$ cat src/rtl/stream_accumulator.sv
// Packet accumulator for signed operands on a valid/ready stream. The packet total,
// final carry-out, sticky overflow and beat count are reported on a valid/ready result port.

module stream_accumulator_rca #(
  parameter int W = 32
) (
  input  logic [W-1:0] i_a,
  input  logic [W-1:0] i_b,
  input  logic         i_cin,
  output logic [W-1:0] o_sum,
  output logic         o_cout
);
  logic [W:0] w_c;

  assign w_c[0] = i_cin;

  for (genvar g = 0; g < W; g++) begin : g_bit
    assign o_sum[g]  = i_a[g] ^ i_b[g] ^ w_c[g];
    assign w_c[g+1]  = (i_a[g] & i_b[g]) | (w_c[g] & (i_a[g] ^ i_b[g]));
  end

  assign o_cout = w_c[W];
endmodule

// state   | meaning
// S_IDLE  | waiting for the first beat of a packet; accumulator is zero
// S_ACCUM | beats accepted, last beat not yet seen
// S_DONE  | result presented on out_*, waiting for out_ready
module stream_accumulator #(
  parameter int WIDTH    = 32,
  parameter int CNT_W    = 16,
  parameter int SATURATE = 0
) (
  input  logic             i_clk,
  input  logic             i_rst_n,
  input  logic             i_clear,
  input  logic             i_in_valid,
  output logic             o_in_ready,
  input  logic [WIDTH-1:0] i_in_data,
  input  logic             i_in_last,
  output logic             o_out_valid,
  input  logic             i_out_ready,
  output logic [WIDTH-1:0] o_out_sum,
  output logic             o_out_cout,
  output logic             o_out_overflow,
  output logic [CNT_W-1:0] o_out_count
);
  typedef enum logic [1:0] {
    S_IDLE  = 2'd0,
    S_ACCUM = 2'd1,
    S_DONE  = 2'd2
  } state_t;

  localparam logic [WIDTH-1:0] MAX_POS = {1'b0, {(WIDTH-1){1'b1}}};
  localparam logic [WIDTH-1:0] MIN_NEG = {1'b1, {(WIDTH-1){1'b0}}};
  localparam logic [CNT_W-1:0] CNT_ONE = {{(CNT_W-1){1'b0}}, 1'b1};

  state_t           r_state;
  logic [WIDTH-1:0] r_acc;
  logic             r_cout;
  logic             r_ovf;
  logic [CNT_W-1:0] r_count;
  logic             r_in_ready;
  logic             r_out_valid;

  logic [WIDTH-1:0] w_sum;
  logic             w_carry;
  logic             w_accept;
  logic             w_v;
  logic [WIDTH-1:0] w_acc_next;
  logic [CNT_W-1:0] w_count_next;

  stream_accumulator_rca #(.W(WIDTH)) u_adder (
    .i_a    (r_acc),
    .i_b    (i_in_data),
    .i_cin  (1'b0),
    .o_sum  (w_sum),
    .o_cout (w_carry)
  );

  assign w_accept = i_in_valid && r_in_ready;
  assign w_v      = (r_acc[WIDTH-1] == i_in_data[WIDTH-1]) && (w_sum[WIDTH-1] != r_acc[WIDTH-1]);

  // Overflow direction follows the sign of the operands, which equals the old accumulator sign.
  always_comb begin
    w_acc_next = w_sum;
    if (SATURATE != 0 && w_v) begin
      w_acc_next = r_acc[WIDTH-1] ? MIN_NEG : MAX_POS;
    end
  end

  assign w_count_next = (&r_count) ? r_count : r_count + CNT_ONE;

  always_ff @(posedge i_clk or negedge i_rst_n) begin
    if (!i_rst_n) begin
      r_state     <= S_IDLE;
      r_acc       <= '0;
      r_cout      <= 1'b0;
      r_ovf       <= 1'b0;
      r_count     <= '0;
      r_in_ready  <= 1'b0;
      r_out_valid <= 1'b0;
    end else if (i_clear) begin
      r_state     <= S_IDLE;
      r_acc       <= '0;
      r_cout      <= 1'b0;
      r_ovf       <= 1'b0;
      r_count     <= '0;
      r_in_ready  <= 1'b1;
      r_out_valid <= 1'b0;
    end else begin
      case (r_state)
        S_IDLE, S_ACCUM: begin
          r_in_ready <= 1'b1;
          if (w_accept) begin
            r_acc   <= w_acc_next;
            r_cout  <= w_carry;
            r_ovf   <= r_ovf | w_v;
            r_count <= w_count_next;
            if (i_in_last) begin
              r_state     <= S_DONE;
              r_in_ready  <= 1'b0;
              r_out_valid <= 1'b1;
            end else begin
              r_state <= S_ACCUM;
            end
          end
        end
        S_DONE: begin
          if (i_out_ready) begin
            r_state     <= S_IDLE;
            r_acc       <= '0;
            r_cout      <= 1'b0;
            r_ovf       <= 1'b0;
            r_count     <= '0;
            r_in_ready  <= 1'b1;
            r_out_valid <= 1'b0;
          end
        end
        default: begin
          r_state     <= S_IDLE;
          r_in_ready  <= 1'b1;
          r_out_valid <= 1'b0;
        end
      endcase
    end
  end

  assign o_in_ready     = r_in_ready;
  assign o_out_valid    = r_out_valid;
  assign o_out_sum      = r_acc;
  assign o_out_cout     = r_cout;
  assign o_out_overflow = r_ovf;
  assign o_out_count    = r_count;
endmodule

$ cat config.mk
export PLATFORM = sky130hd
export DESIGN_NAME = stream_accumulator
export DESIGN_NICKNAME = d
export VERILOG_FILES = /design/src/rtl/stream_accumulator.sv
export SDC_FILE = /design/constraint.sdc
export NUM_CORES = 1
export LEC_CHECK = 0
export CORE_AREA = 3 3 104 66
export DETAILED_ROUTE_END_ITERATION = 10
export DIE_AREA = 0 0 107 69
export PLACE_DENSITY = 0.95
export RECOVER_POWER = 50
export SETUP_SLACK_MARGIN = 0.05
export SYNTH_ARGS = -nofsm -noshare
export SYNTH_HDL_FRONTEND = slang
export SYNTH_HIERARCHICAL = 1
export SYNTH_SLANG_ARGS = --single-unit
$ cat constraint.sdc
create_clock -name i_clk -period 32.3 [get_ports i_clk]
set_input_delay 6.46 -clock i_clk [delete_from_list [all_inputs] [get_ports i_clk]]
set_output_delay 6.46 -clock i_clk [all_outputs]
set_load 0.1 [all_outputs]
==> results of run 1 <==
==> routing by layer <==
metal | share of wire [%] | track usage (%)
met2 | 46 | 34.7
met1 | 46 | 33.5
met3 | 7.3 | 4.21
met5 | 0 | 0
met4 | 0.58 | 4.26
==> per-stage QoR <==
| stage | utilization (%) | setup slack [ps] | hold slack, ps |
|---|---|---|---|
| after floorplan | - | 13300 | 478 |
| after global placement | 67.4 | 12480 | 448 |
| after detailed placement | 67.4 | 12160 | 455 |
| after CTS | 69.2 | 12480 | 477 |
| after global routing | 69.1 | 12050 | 522 |
| final | 69.1 | 12460 | 468 |
==> power by group <==
part / leakage [µW] / internal [µW] / switching (µW)
Clock: 0.0000542 / 22.8 / 22.2
Combinational: 0.00114 / 63.8 / 189
Sequential: 0.000716 / 86.3 / 21.7
Total: 0.00191 / 173 / 233
==> final cells by class <==
class                           count  share of cell area, %
Tap cell                           84                   2.52
Inverter                           10                  0.902
Clock buffer                        5                   1.65
Multi-Input combinational cell    235                   39.9
Clock inverter                      2                  0.932
Timing Repair Buffer               92                   21.6
Sequential cell                    54                   32.5
==> worst min-delay path, cell delays in order (launching register included) <==
cell	delay, ps
sky130_fd_sc_hd__dfrtp_1	350
sky130_fd_sc_hd__nand2_1	50
sky130_fd_sc_hd__nand2_1	40
==> cells in the final DEF, fill, tap and decap left out, types with 9 or more instances in the layout <==
cell,netlist,routed
sky130_fd_sc_hd__nand2_1,80,80
sky130_fd_sc_hd__clkdlybuf4s50_1,0,70
sky130_fd_sc_hd__dfrtp_1,54,54
sky130_fd_sc_hd__nand3_1,35,35
sky130_fd_sc_hd__fa_1,32,32
sky130_fd_sc_hd__dlygate4sd3_1,0,18
sky130_fd_sc_hd__nor2_1,17,16
sky130_fd_sc_hd__a21oi_1,10,10
sky130_fd_sc_hd__inv_1,10,10
sky130_fd_sc_hd__o21ai_0,9,9
==> registers in the layout (all words and copies together) (netlist names) <==
register        count
o_out_sum          32
o_out_count        16
r_state             2
o_in_ready          1
o_out_cout          1
o_out_overflow      1
o_out_valid         1
==> cells by family (layout without fill, tap and decap cells) <==
logic type | count (synthesis) | after routing | share of synthesized area (%)
flops | 54 | 54 | 43.4
xor+xnor | 4 | 4 | 1.12
other cells | 1 | 1 | 0.120
simple gates | 164 | 164 | 24.0
fa+ha+maj | 33 | 33 | 21.0
compound gates | 33 | 33 | 6.99
buf+inv | 25 | 109 | 3.41
==> worst paths after layout <==
path / cells after the start / end / start / slack (ps)
setup reg to reg: 39 / o_out_overflow$_DFFE_PN0P_ / o_out_sum[0]$_DFFE_PN0P_ / 18600
hold reg to reg: 2 / o_out_cout$_DFFE_PN0P_ / o_out_cout$_DFFE_PN0P_ / 470
hold / removal: 2 / o_out_cout$_DFFE_PN0P_ / o_out_cout$_DFFE_PN0P_ / 470
min in group asynchronous: 2 / o_out_sum[0]$_DFFE_PN0P_ / i_rst_n / 7170
setup / recovery: 40 / o_out_overflow$_DFFE_PN0P_ / i_in_data[0] / 12460
max in group asynchronous: 2 / o_out_count[14]$_DFFE_PN0P_ / i_rst_n / 23470
==> tab_implementation.tex, run 1 <==
\begin{tabular}{lr}
\hline
Metric & Value \\
\hline
\multicolumn{2}{l}{\textbf{Clock network}} \\
Clock sinks & 54 \\
Clock latency of the later-clocked register in the worst-skew pair & 310 ps \\
H-tree levels & 2 \\
Post-CTS setup buffer count & 0 \\
Hold buffer count at CTS & 0 \\
Clk buf depth & 2 \\
Cts bufs inserted & 5 \\
CTS Root Cell & sky130\_fd\_sc\_hd\_\_clkbuf\_8 \\
Worst-path clk slew & 100 ps \\
TritonCTS clock tree & done \\
Resize count post-CTS & 0 \\
\multicolumn{2}{l}{\textbf{STA}} \\
Min Clock Period, post-route & 19840 ps \\
Accumulated negative setup slack & 0 ps \\
Slew at the pin closest to its max-slew limit & 2910 ps \\
Max-slew headroom & -94.3\% \\
Setup repair after global routing missed its margin & false \\
Max frequency & 50.4 MHz \\
Share of the clock period used by the worst path & 61.4\% \\
Count of endpoints failing setup in the final report & 0 \\
Count of endpoints failing hold in the final timing report & 0 \\
Count of pins over their slew limit & 98 \\
Final Skew & 14.3 ps \\
\multicolumn{2}{l}{\textbf{Logic synthesis}} \\
Synthesized area per cell & 9.92 µm² \\
Syn Nets & 385 \\
Flip-flop cell with the highest count after synthesis & sky130\_fd\_sc\_hd\_\_dfrtp\_1 \\
Cell type contributing the most total cell area after synthesis & sky130\_fd\_sc\_hd\_\_dfrtp\_1 \\
Post-synthesis async set-or-reset flop share & 100\% \\
Leading cell types by count after synthesis & 80 x sky130\_fd\_sc\_hd\_\_nand2\_1, 54 x sky130\_fd\_sc\_hd\_\_dfrtp\_1, 35 x sky130\_fd\_sc\_hd\_\_nand3\_1 \\
Count of different cell masters after synthesis & 40 \\
Seq/Total Area, Yosys & 43.4\% \\
Cells after synthesis & 314 \\
Dominant cell by count in the synthesized netlist & sky130\_fd\_sc\_hd\_\_nand2\_1 \\
Number of synthesis warnings & 6 \\
Number of flip-flops and latches in the synthesized netlist & 54 \\
Post-synthesis instance area & 3120 µm² \\
Share of Yosys cell area claimed by the top area cell type & 43.4\% \\
Number of enable flip-flop cells after synthesis & 0 \\
Area contributors post-synth & sky130\_fd\_sc\_hd\_\_dfrtp\_1 43\%, sky130\_fd\_sc\_hd\_\_fa\_1 21\%, sky130\_fd\_sc\_hd\_\_nand2\_1 9.6\% \\
\multicolumn{2}{l}{\textbf{Layout}} \\
Finished Layout Cells & 482 \\
Register area & 1350 µm² \\
Proportion of layout cells with a drive suffix above 1 & 3.52\% \\
Synth-to-layout area growth & 33.6\% \\
Footprint of the multi-input gates & 1660 µm² \\
Cell area after layout & 4160 µm² \\
Nets@finish & 469 \\
Fill count & 459 \\
N\_diodes & 0 \\
\multicolumn{2}{l}{\textbf{Drt}} \\
Routed Wire Length & 7650 µm \\
Via count & 2607 \\
Residual antenna-violating net count after detailed routing & 0 \\
Vias per inst & 5.41 \\
Initial detailed-routing violation count & 189 \\
DR DRC count & 0 \\
Router iterations before antenna repair & 4 \\
Wirelength per Cell & 15.9 µm \\
\multicolumn{2}{l}{\textbf{Floorplanning}} \\
Floorplan die width & 107 µm \\
IO Count & 90 \\
Initial core utilization & 51.7\% \\
Core ar. & 6030 µm² \\
Total die area & 7380 µm² \\
Site row count & 22 \\
Height of the chip & 69 µm \\
\multicolumn{2}{l}{\textbf{Min path}} \\
Type of the most critical hold path & reg2reg \\
\multicolumn{2}{l}{\textbf{Setup path}} \\
Kind of start point of the critical path & input pin \\
Crit path buf inv count & 5 \\
Required time of the critical path & 32490 ps \\
Family with the most delay on the worst path & adder cells \\
Largest stage delay on the critical path & 440 ps \\
Cell with the most instances on the worst path & sky130\_fd\_sc\_hd\_\_fa\_1 \\
Largest fanout on the critical path & 3 \\
Category of the most critical setup path & in2reg \\
Capturing element type of the critical path & flop \\
Arrival time at the worst endpoint & 20030 ps \\
Slowest stage cell on the critical path & sky130\_fd\_sc\_hd\_\_clkdlybuf4s50\_1 \\
\multicolumn{2}{l}{\textbf{GRT}} \\
Number of antenna violations at the first check in global routing & 0 \\
Wire length of the first global-routing pass & 13300 µm \\
GRT Overall Usage & 22.4\% \\
Vias in the first global route & 2671 \\
Total gr overflow & 0 \\
Maximum number of pins on one net before global-route repair & 55 \\
\multicolumn{2}{l}{\textbf{Placement}} \\
Global placer's final weighted congestion & 0.849 \\
Total half-perimeter wirelength after legalization and detailed placement & 5550 µm \\
Port bufs & 89 \\
Placement-stage cell area & 4060 µm² \\
Cells after DPL & 475 \\
\multicolumn{2}{l}{\textbf{Pwr}} \\
Pwr per Cell Area & 97.5 nW/µm² \\
Worst supply voltage drop on vdd & 0.0692 mV \\
Leakage component of the power & 0.00191 µW \\
Sum of internal, switching and leakage power & 406 µW \\
\multicolumn{2}{l}{\textbf{Job}} \\
Total of max-cap violations & 2 \\
\multicolumn{2}{l}{\textbf{Run status}} \\
Status & complete, but fails checks \\
Violated checks & max-capacitance violations, max-slew violations \\
\hline
\end{tabular}
(Power assumes the default switching activity.)
==> run 2, diff against run 1 <==
--- a/config.mk
+++ b/config.mk
@@ -5,10 +5,10 @@
 export SDC_FILE = /design/constraint.sdc
 export NUM_CORES = 1
 export LEC_CHECK = 0
-export CORE_AREA = 3 3 104 66
+export CORE_AREA = 3 3 114 72
 export DETAILED_ROUTE_END_ITERATION = 10
-export DIE_AREA = 0 0 107 69
-export PLACE_DENSITY = 0.95
+export DIE_AREA = 0 0 117 75
+export PLACE_DENSITY = 0.86
 export RECOVER_POWER = 50
 export SETUP_SLACK_MARGIN = 0.05
 export SYNTH_ARGS = -nofsm -noshare
==> constraint.sdc (replaced) <==
create_clock -name i_clk -period 17.7 [get_ports i_clk]
set_input_delay 3.54 -clock i_clk [delete_from_list [all_inputs] [get_ports i_clk]]
set_output_delay 3.54 -clock i_clk [all_outputs]
set_load 0.1 [all_outputs]
==> run 2 against run 1 <==
The run still ends with max-capacitance violations, max-slew violations left; total power is 90% higher; utilization is 10 points lower; clock skew fell by 8.5 ps; design area is 1.5% higher; critical endpoint unchanged; sequential share of layout area is 0.48 points lower; sequential power is 82% higher; global-route usage is 3.4 points lower; worst hold slack better by 3.8 ps; cell count is 1.9% higher; combinational power rose by 83%; non-clock buffer count rose by 1; register-to-register slack worse by 15000 ps.
==> tab_implementation.tex, run 2 (same netlist as run 1, synthesis figures left out) <==
\begin{tabular}{lr}
\hline
Metric & Value \\
\hline
\multicolumn{2}{l}{\textbf{Run status}} \\
Status & complete, but fails checks \\
Violated checks & max-capacitance violations, max-slew violations \\
\multicolumn{2}{l}{\textbf{Pwr}} \\
Clock group share of total power & 14.5\% (+3.4 points) \\
Worst supply voltage drop on vdd & 0.0819 mV (+18\%) \\
Sum of internal, switching and leakage power & 773 µW (+90\%) \\
Net switching power & 432 µW (+85\%) \\
Seq pwr share & 25.5\% (-1.1 points) \\
Internal power of the cells & 341 µW (+97\%) \\
Switching share of total power & 55.8\% (-1.5 points) \\
Leakage component of the power & 0.00194 µW (+1.6\%) \\
Pwr per Cell Area & 183 nW/µm² (+88\%) \\
Combinational share of power & 60.0\% (-2.3 points) \\
\multicolumn{2}{l}{\textbf{Drt}} \\
Wirelength per Cell & 16.4 µm (+3.3\%) \\
Routed Wire Length & 8050 µm (+5.3\%) \\
Residual antenna-violating net count after detailed routing & 0 (unchanged) \\
Via count & 2629 (+0.84\%) \\
Vias per inst & 5.35 (-1.0\%) \\
DR DRC count & 0 (unchanged) \\
Initial detailed-routing violation count & 254 (+34\%) \\
Router iterations before antenna repair & 5 (+1) \\
\multicolumn{2}{l}{\textbf{STA}} \\
Setup repair after global routing missed its margin & false \\
Slew at the pin closest to its max-slew limit & 2980 ps (+68.8 ps) \\
Min Clock Period, post-route & 16900 ps \\
Count of pins over their slew limit & 77 (-21\%) \\
Max-slew headroom & -98.9\% (-4.6 points) \\
Final Skew & 5.79 ps (-8.47 ps) \\
Count of endpoints failing hold in the final timing report & 0 (unchanged) \\
Count of endpoints failing setup in the final report & 0 (unchanged) \\
Max frequency & 59.2 MHz \\
Share of the clock period used by the worst path & 95.5\% \\
Accumulated negative setup slack & 0 ps (unchanged) \\
\multicolumn{2}{l}{\textbf{Clock network}} \\
Clk buf depth & 2 (unchanged) \\
Cts bufs inserted & 5 (unchanged) \\
Clock latency of the later-clocked register in the worst-skew pair & 290 ps (-20 ps) \\
Hold buffer count at CTS & 0 (unchanged) \\
CTS Root Cell & sky130\_fd\_sc\_hd\_\_clkbuf\_16 \\
Resize count post-CTS & 0 (unchanged) \\
Worst-path clk slew & 70 ps (-30 ps) \\
Post-CTS setup buffer count & 0 (unchanged) \\
Clock sinks & 54 (unchanged) \\
TritonCTS clock tree & done \\
H-tree levels & 2 (unchanged) \\
\multicolumn{2}{l}{\textbf{Floorplanning}} \\
Site row count & 24 (+9.1\%) \\
Core ar. & 7210 µm² (+20\%) \\
Height of the chip & 75 µm (+8.7\%) \\
IO Count & 90 (unchanged) \\
Floorplan die width & 117 µm (+9.3\%) \\
Total die area & 8780 µm² (+19\%) \\
Initial core utilization & 43.2\% (-8.5 points) \\
\multicolumn{2}{l}{\textbf{Min path}} \\
Type of the most critical hold path & reg2reg \\
\multicolumn{2}{l}{\textbf{Layout}} \\
Fill count & 614 (+34\%) \\
Highest-count cells in the layout ignoring fill and taps & 80 x sky130\_fd\_sc\_hd\_\_nand2\_1, 68 x sky130\_fd\_sc\_hd\_\_clkdlybuf4s50\_1, 54 x sky130\_fd\_sc\_hd\_\_dfrtp\_1, 35 x sky130\_fd\_sc\_hd\_\_nand3\_1, 32 x sky130\_fd\_sc\_hd\_\_fa\_1 \\
Synth-to-layout area growth & 35.6\% \\
Most common library cell in the layout ignoring fill and taps & sky130\_fd\_sc\_hd\_\_nand2\_1 \\
N\_diodes & 0 (unchanged) \\
Nets@finish & 470 (+0.21\%) \\
Proportion of layout cells with a drive suffix above 1 & 3.50\% (-0.018 points) \\
Number of flip-flops in the largest register & 32 (unchanged) \\
\multicolumn{2}{l}{\textbf{Setup path}} \\
Cell with the most instances on the worst path & sky130\_fd\_sc\_hd\_\_fa\_1 \\
Largest fanout on the critical path & 3 (unchanged) \\
Required time of the critical path & 17860 ps (-14630 ps) \\
Largest stage delay on the critical path & 430 ps (about the same) \\
Capturing element type of the critical path & flop \\
Arrival time at the worst endpoint & 17060 ps (-2970 ps) \\
Kind of start point of the critical path & input pin \\
Slowest stage cell on the critical path & sky130\_fd\_sc\_hd\_\_clkdlybuf4s50\_1 \\
Crit path buf inv count & 5 (unchanged) \\
Family with the most delay on the worst path & adder cells \\
Category of the most critical setup path & in2reg \\
\multicolumn{2}{l}{\textbf{Placement}} \\
Total half-perimeter wirelength after legalization and detailed placement & 5880 µm (+5.9\%) \\
Port bufs & 89 (unchanged) \\
Global placer's final weighted congestion & 0.826 (-2.7\%) \\
\multicolumn{2}{l}{\textbf{GRT}} \\
Maximum number of pins on one net before global-route repair & 55 (unchanged) \\
Wire length of the first global-routing pass & 13000 µm (-2.4\%) \\
GRT Overall Usage & 19.1\% (-3.4 points) \\
Number of antenna violations at the first check in global routing & 0 (unchanged) \\
Total gr overflow & 0 (unchanged) \\
Vias in the first global route & 2622 (-1.8\%) \\
\multicolumn{2}{l}{\textbf{Job}} \\
Total of max-cap violations & 2 (unchanged) \\
\hline
\end{tabular}
-- run 2: worst min-delay path: cells and delay by family (launching register included) --
family           cells  cell delay, ps
and+or+nand+nor      2             100
DFF                  1             350
-- run 2: final timing paths --
check	from	to	slack [ps]	depth (start not counted)
worst max-delay path	i_in_data[0]	o_out_overflow$_DFFE_PN0P_	800	40
min in group asynchronous	i_rst_n	o_out_sum[0]$_DFFE_PN0P_	4310	2
worst min register to register	o_out_cout$_DFFE_PN0P_	o_out_cout$_DFFE_PN0P_	470	2
worst min-delay path	o_out_cout$_DFFE_PN0P_	o_out_cout$_DFFE_PN0P_	470	2
max in group asynchronous	i_rst_n	o_out_sum[23]$_DFFE_PN0P_	11690	2
worst max register to register	o_out_sum[0]$_DFFE_PN0P_	o_out_overflow$_DFFE_PN0P_	4030	39
-- run 2: layer usage --
| metal | share of wire, % | vias up | wire length (µm) | track usage, % |
|---|---|---|---|---|
| met2 | 46 | 111 | 3670 | 29.4 |
| li1 | - | 1216 | - | - |
| met3 | 8.7 | 7 | 703 | 5.14 |
| met1 | 45 | 1295 | 3630 | 27.5 |
| met5 | 0 | - | 0 | 0 |
| met4 | 0.66 | 0 | 53 | 3.82 |
-- run 2: stage by stage --
stage	hold slack [ps]	setup WS, ps	util, %	cells	instance area, µm²
detailed placement	469	512	56.6	483	4080
global placement	474	767	56.6	483	4080
global route	500	305	58.6	491	4230
CTS	486	816	58.9	491	4250
finish	472	802	58.6	491	4230
floorplan	478	1620	-	314	3120
-- run 2: power by group through the flow --
stage	Clock (µW)	Combinational (µW)	Sequential [µW]
floorplan	0	98.2	444
global placement	0	455	198
detailed placement	0	468	201
CTS	115	470	199
global route	119	491	204
finish	112	463	197
-- run 2: cell type report --
| class | instances | area [µm²] | area share [%] |
|---|---|---|---|
| clock buffer | 6 | 129 | 3.05 |
| clock inverter | 2 | 37.5 | 0.888 |
| inverter | 10 | 37.5 | 0.888 |
| multi-input combinational | 235 | 1650 | 39.0 |
| sequential | 54 | 1350 | 32.0 |
| tap | 91 | 114 | 2.69 |
| timing repair buffer | 93 | 908 | 21.5 |
==> run 3, diff against run 2 <==
--- a/config.mk
+++ b/config.mk
@@ -8,6 +8,7 @@
 export CORE_AREA = 3 3 114 72
 export DETAILED_ROUTE_END_ITERATION = 10
 export DIE_AREA = 0 0 117 75
+export MAX_ROUTING_LAYER = met4
 export PLACE_DENSITY = 0.86
 export RECOVER_POWER = 50
 export SETUP_SLACK_MARGIN = 0.05
==> run 3 against run 2 <==
Clock skew increased by 1.3 ps; total power barely moved; the flow still finishes with violations (max-capacitance violations, max-slew violations); largest power group unchanged; clock-buffer cell count stayed put; critical endpoint unchanged; fmax is essentially flat; critical path depth did not move; global-route usage increased by 0.60 points.
==> tab_implementation.tex, run 3 (same netlist as run 1, synthesis figures left out) <==
\begin{tabular}{lr}
\hline
Metric & Value \\
\hline
\multicolumn{2}{l}{\textbf{Run status}} \\
Status & complete, but fails checks \\
Violated checks & max-capacitance violations, max-slew violations \\
\multicolumn{2}{l}{\textbf{Layout}} \\
Nets@finish & 470 (unchanged) \\
Proportion of layout cells with a drive suffix above 1 & 3.50\% (unchanged) \\
Highest-count cells in the layout ignoring fill and taps & 80 x sky130\_fd\_sc\_hd\_\_nand2\_1, 68 x sky130\_fd\_sc\_hd\_\_clkdlybuf4s50\_1, 54 x sky130\_fd\_sc\_hd\_\_dfrtp\_1, 35 x sky130\_fd\_sc\_hd\_\_nand3\_1, 32 x sky130\_fd\_sc\_hd\_\_fa\_1 \\
N\_diodes & 0 (unchanged) \\
Most common library cell in the layout ignoring fill and taps & sky130\_fd\_sc\_hd\_\_nand2\_1 \\
Synth-to-layout area growth & 35.6\% (unchanged) \\
Number of flip-flops in the largest register & 32 (unchanged) \\
\multicolumn{2}{l}{\textbf{Pwr}} \\
Worst supply voltage drop on vdd & 0.0820 mV (about the same) \\
Pwr per Cell Area & 183 nW/µm² (about the same) \\
Leakage component of the power & 0.00194 µW (unchanged) \\
Seq pwr share & 25.5\% (about the same) \\
Net switching power & 431 µW (about the same) \\
Clock group share of total power & 14.5\% (about the same) \\
Combinational share of power & 60.0\% (about the same) \\
Sum of internal, switching and leakage power & 773 µW (about the same) \\
Internal power of the cells & 341 µW (about the same) \\
Switching share of total power & 55.8\% (about the same) \\
\multicolumn{2}{l}{\textbf{STA}} \\
Accumulated negative setup slack & 0 ps (unchanged) \\
Count of pins over their slew limit & 77 (unchanged) \\
Worst Hold Slack & 472 ps (+0.113 ps) \\
Max frequency & 59.2 MHz (about the same) \\
Share of the clock period used by the worst path & 95.4\% (about the same) \\
Slew at the pin closest to its max-slew limit & 2940 ps (-44.7 ps) \\
Count of endpoints failing hold in the final timing report & 0 (unchanged) \\
Count of endpoints failing setup in the final report & 0 (unchanged) \\
Setup repair after global routing missed its margin & false \\
Final Skew & 7.13 ps (+1.35 ps) \\
Max-slew headroom & -95.9\% (+3.0 points) \\
Min Clock Period, post-route & 16880 ps (-15.3 ps) \\
\multicolumn{2}{l}{\textbf{GRT}} \\
GRT Overall Usage & 19.7\% (+0.60 points) \\
Total gr overflow & 0 (unchanged) \\
Number of antenna violations at the first check in global routing & 0 (unchanged) \\
Vias in the first global route & 2635 (+0.50\%) \\
Maximum number of pins on one net before global-route repair & 55 (unchanged) \\
Wire length of the first global-routing pass & 12900 µm (-0.22\%) \\
\multicolumn{2}{l}{\textbf{Setup path}} \\
Kind of start point of the critical path & input pin \\
Slowest stage cell on the critical path & sky130\_fd\_sc\_hd\_\_clkdlybuf4s50\_1 \\
Largest stage delay on the critical path & 430 ps (about the same) \\
Crit path buf inv count & 5 (unchanged) \\
Cell with the most instances on the worst path & sky130\_fd\_sc\_hd\_\_fa\_1 \\
Arrival time at the worst endpoint & 17050 ps (about the same) \\
Category of the most critical setup path & in2reg \\
Family with the most delay on the worst path & adder cells \\
Capturing element type of the critical path & flop \\
Largest fanout on the critical path & 3 (unchanged) \\
Required time of the critical path & 17860 ps (about the same) \\
\multicolumn{2}{l}{\textbf{Job}} \\
Total of max-cap violations & 2 (unchanged) \\
\multicolumn{2}{l}{\textbf{Clock network}} \\
Clock latency of the later-clocked register in the worst-skew pair & 290 ps (about the same) \\
TritonCTS clock tree & done \\
Post-CTS setup buffer count & 0 (unchanged) \\
Cts bufs inserted & 5 (unchanged) \\
Clk buf depth & 2 (unchanged) \\
H-tree levels & 2 (unchanged) \\
Resize count post-CTS & 0 (unchanged) \\
CTS Root Cell & sky130\_fd\_sc\_hd\_\_clkbuf\_16 \\
Clock sinks & 54 (unchanged) \\
Worst-path clk slew & 70 ps (about the same) \\
Hold buffer count at CTS & 0 (unchanged) \\
\multicolumn{2}{l}{\textbf{Floorplanning}} \\
Core ar. & 7210 µm² (unchanged) \\
Initial core utilization & 43.2\% (unchanged) \\
IO Count & 90 (unchanged) \\
Total die area & 8780 µm² (unchanged) \\
Floorplan die width & 117 µm (unchanged) \\
Height of the chip & 75 µm (unchanged) \\
Site row count & 24 (unchanged) \\
\multicolumn{2}{l}{\textbf{Drt}} \\
Vias per inst & 5.37 (+0.30\%) \\
Initial detailed-routing violation count & 273 (+7.5\%) \\
Wirelength per Cell & 16.4 µm (about the same) \\
Via count & 2637 (+0.30\%) \\
Routed Wire Length & 8060 µm (about the same) \\
Router iterations before antenna repair & 5 (unchanged) \\
DR DRC count & 0 (unchanged) \\
Residual antenna-violating net count after detailed routing & 0 (unchanged) \\
\multicolumn{2}{l}{\textbf{Placement}} \\
Global placer's final weighted congestion & 0.839 (+1.5\%) \\
Total half-perimeter wirelength after legalization and detailed placement & 5880 µm (unchanged) \\
Port bufs & 89 (unchanged) \\
\multicolumn{2}{l}{\textbf{Min path}} \\
Type of the most critical hold path & reg2reg \\
\hline
\end{tabular}
## run 3: cell counts in the layout (fill, tap and decap cells not counted)
No cell type changed its count.
## run 3: power by group through the flow
stage	combinational [µW]	clock (µW)	sequential, µW
after detailed placement	468	0	201
final	463	112	197
after global placement	455	0	198
after floorplan	98.2	0	444
after CTS	470	115	199
after global routing	491	119	204
## run 3: worst reg2reg max path: cells and delay by family, from the launching register on
| family | cells | cell delay (ps) |
|---|---|---|
| AO/OA/AOI/OAI | 2 | 240 |
| adder cells (fa/ha/maj) | 32 | 12520 |
| buffers and inverters | 4 | 310 |
| AND/OR/NAND/NOR | 1 | 50 |
| flip-flops | 1 | 420 |
## run 3: per-layer routing
metal	share of wire (%)	track usage, %
met1	45	27.5
met2	46	29.6
met3	8.4	4.82
met4	0.66	3.82
met5	0	-
## run 3: final timing paths
path / start / to / slack [ps] / cells past startpoint
worst max-delay path: i_in_data[0] / o_out_overflow$_DFFE_PN0P_ / 820 / 40
worst min-delay path: o_out_cout$_DFFE_PN0P_ / o_out_cout$_DFFE_PN0P_ / 470 / 2
worst max register to register: o_out_sum[0]$_DFFE_PN0P_ / o_out_overflow$_DFFE_PN0P_ / 4050 / 39
worst min register to register: o_out_cout$_DFFE_PN0P_ / o_out_cout$_DFFE_PN0P_ / 470 / 2
max in group asynchronous: i_rst_n / o_out_count[0]$_DFFE_PN0P_ / 11740 / 2
min in group asynchronous: i_rst_n / o_out_sum[0]$_DFFE_PN0P_ / 4290 / 2
## run 3: cell type report
cell class | count | area, µm²
clock buffer | 6 | 129
clock inverter | 2 | 37.5
fill | 614 | 2980
inverter | 10 | 37.5
multi-input combinational | 235 | 1650
sequential | 54 | 1350
tap | 91 | 114
timing repair buffer | 93 | 908
## run 3: stage by stage
stage                     instance area (µm²)  instances  util (%)  worst slack (ps)
after floorplan                          3120        314         -              1620
after global placement                   4080        483      56.6               767
after detailed placement                 4080        483      56.6               512
after CTS                                4250        491      58.9               816
after global routing                     4230        491      58.6               305
final                                    4230        491      58.6               817
==> patch: new RTL, flow settings as in run 2 <==
Set the parameter `WIDTH` to 24 (it was 32).
--- a/src/rtl/stream_accumulator.sv
+++ b/src/rtl/stream_accumulator.sv
@@ -27,7 +27,7 @@
 // S_ACCUM | beats accepted, last beat not yet seen
 // S_DONE  | result presented on out_*, waiting for out_ready
 module stream_accumulator #(
-  parameter int WIDTH    = 32,
+  parameter int WIDTH    = 24,
   parameter int CNT_W    = 16,
   parameter int SATURATE = 0
 ) (
Interface: changed (resized i_in_data and o_out_sum); port bits go from 90 to 74. The function was not compared with the original's and may differ.
==> patch against run 2 <==
The flow still finishes with violations (capacitance limit, slew limit); wire length shrank 20%; count of clock-buffer cells in the layout is the same; register-to-register slack improved by 3.2 ns; utilization fell by 8.3 points; worst setup slack better by 3.2 ns; sequential cell count fell by 8; final area is 14% lower; total power decreased by 18%; synthesized area decreased by 14%; highest routed layer unchanged.
==> patch: results (changes against run 2) <==
Yosys
  • Synth top cells by count: nand2_1 (63), dfrtp_1 (46), o21ai_0 (29) (was nand2_1 (80), dfrtp_1 (54), nand3_1 (35))
  • Ranking of synthesized cells by area: dfrtp_1 (43%), fa_1 (18%), nand2_1 (8.8%) (was dfrtp_1 (43%), fa_1 (21%), nand2_1 (9.6%))
  • Syn Nets: 327 (was 385)
  • Register area share after synthesis: 0.4301 (was 0.4337)
  • Ys flop type: dfrtp_1 (unchanged)
  • Yosys cell types: 37 (was 40)

Status
  • Failing checks: capacitance limit, slew limit (unchanged)
  • Outcome: finished with violations (unchanged)

STA
  • Relative slew slack: -0.7211 (was -0.9891)
  • Skew final: 0.006367 ns (was 0.005787 ns)
  • Final Max Slew Viols: 98 (was 77)
  • Setup violators final: 0 (unchanged)

Clocking
  • Maximum buffer depth of the clock tree: 2 (unchanged)
  • Clock transition at path regs: 0.06 ns
  • Post_cts resized: 0 (unchanged)

Detailed routing
  • Post-Route WL: 6413 um (was 8054 um)
  • Vias per inst: 4.956 (was 5.354)
  • Iter 0 DRT Violations: 122 (was 254)
  • Pre-Repair DR Iteration Count: 4 (was 5)

Placement
  • Final GP Congestion: 0.8764 (was 0.8260)
  • Port bufs: 73 (was 89)
  • Final HPWL from detailed placement: 4816 um (was 5875 um)

Global route
  • Largest net degree at the start of global routing: 51 (was 55)
  • First-pass GRT wire length: 10750 um (was 12970 um)
  • M3 GR Usage: 0.04096 (was 0.05141)
  • GR Util met1: 0.2288 (was 0.2754)
  • GRT Overall Usage: 0.1572 (was 0.1905)
  • Met2 Use GR: 0.2363 (was 0.2936)
  • Number of global-route vias before repair: 2160 (was 2622)

Run
  • Max Cap Viol: 2 (unchanged)

Layout
  • Fraction of layout cells with a size suffix above 1: 0.05279 (was 0.03500)
  • Largest register FFs: 24 (was 32)
  • Final #Nets: 395 (was 470)

Pwr
  • Max VDD drop: 0.07507 mV (was 0.08193 mV)
  • Sw Ratio: 0.5187 (was 0.5584)
  • Leak Pwr: 1.526 nW (was 1.938 nW)

Worst hold path
  • Hold Path Class: flop to flop (unchanged)

Setup path
  • Data arrival, critical path: 13.85 ns (was 17.06 ns)
[patch: cell types whose count changed after synthesis, moves of 5 or more]
cell,before,now
nand2_1,80,63
fa_1,32,24
o21ai_0,9,29
dfrtp_1,54,46
xor2_1,1,6
nand3_1,35,8
[patch: metrics by stage]
stage                     hold WS [ns]  cells  worst slack (ns)  cell area (sq um)  power [mW]
after CTS                       0.5030    432             3.949               3656      0.6384
final                           0.4913    432             3.978               3628      0.6301
after global placement          0.4649    424             3.977               3457      0.5004
after floorplan                 0.5140    272             4.660               2676      0.4180
after global routing            0.5413    432             3.622               3628      0.6665
after detailed placement        0.4882    424             3.676               3457      0.5116
[patch: layer usage]
layer	routed length (um)	vias up
met4	50	0
li1	-	1037
met3	385	4
met5	0	-
met1	3124	1028
met2	2853	72
[patch: power by group through the flow]
stage,Combinational [mW],Clock (mW),Sequential (mW)
3_3_place_gp,0.339,0,0.162
6_report,0.345,0.124,0.161
4_1_cts,0.350,0.127,0.162
2_1_floorplan,0.0738,0,0.344
3_5_place_dp,0.348,0,0.164
5_1_grt,0.368,0.131,0.168
[patch: path summary, 6_finish.rpt]
kind / from / to / slack (ns) / cells after the start
worst max register to register: o_out_sum[0] / o_out_overflow / 7.23 / 31
worst min register to register: o_out_overflow / o_out_overflow / 0.49 / 2
worst min-delay path: o_out_overflow / o_out_overflow / 0.49 / 2
min in group asynchronous: i_rst_n / o_out_count[14] / 4.06 / 1
max in group asynchronous: i_rst_n / o_out_sum[7] / 12.17 / 1
worst max-delay path: i_in_data[0] / o_out_overflow / 3.98 / 32
[patch: cell type report]
class / instances / area (sq um)
clock buffer: 6 / 138.9
clock inverter: 2 / 60.06
tap: 91 / 113.9
sequential: 46 / 1151
fill: 659 / 3578
timing repair buffer: 75 / 735.7
inverter: 12 / 45.04
multi-input combinational: 200 / 1384
[patch: kinds of logic after synthesis]
group | synth area share
and+or+nand+nor | 0.2057
adders and majority gates | 0.1842
other | 0.001401
DFF | 0.4301
AOI/OAI and AO/OA | 0.1108
buffers and inverters | 0.04815
xor gates and xnor gates | 0.01964
[patch: critical path, delay by kind of cell]
| family | cells | cell delay (ns) |
|---|---|---|
| adders and majority gates | 24 | 9.24 |
| and+or+nand+nor | 1 | 0.05 |
| buffers and inverters | 5 | 0.73 |
| AOI/OAI and AO/OA | 2 | 0.26 |
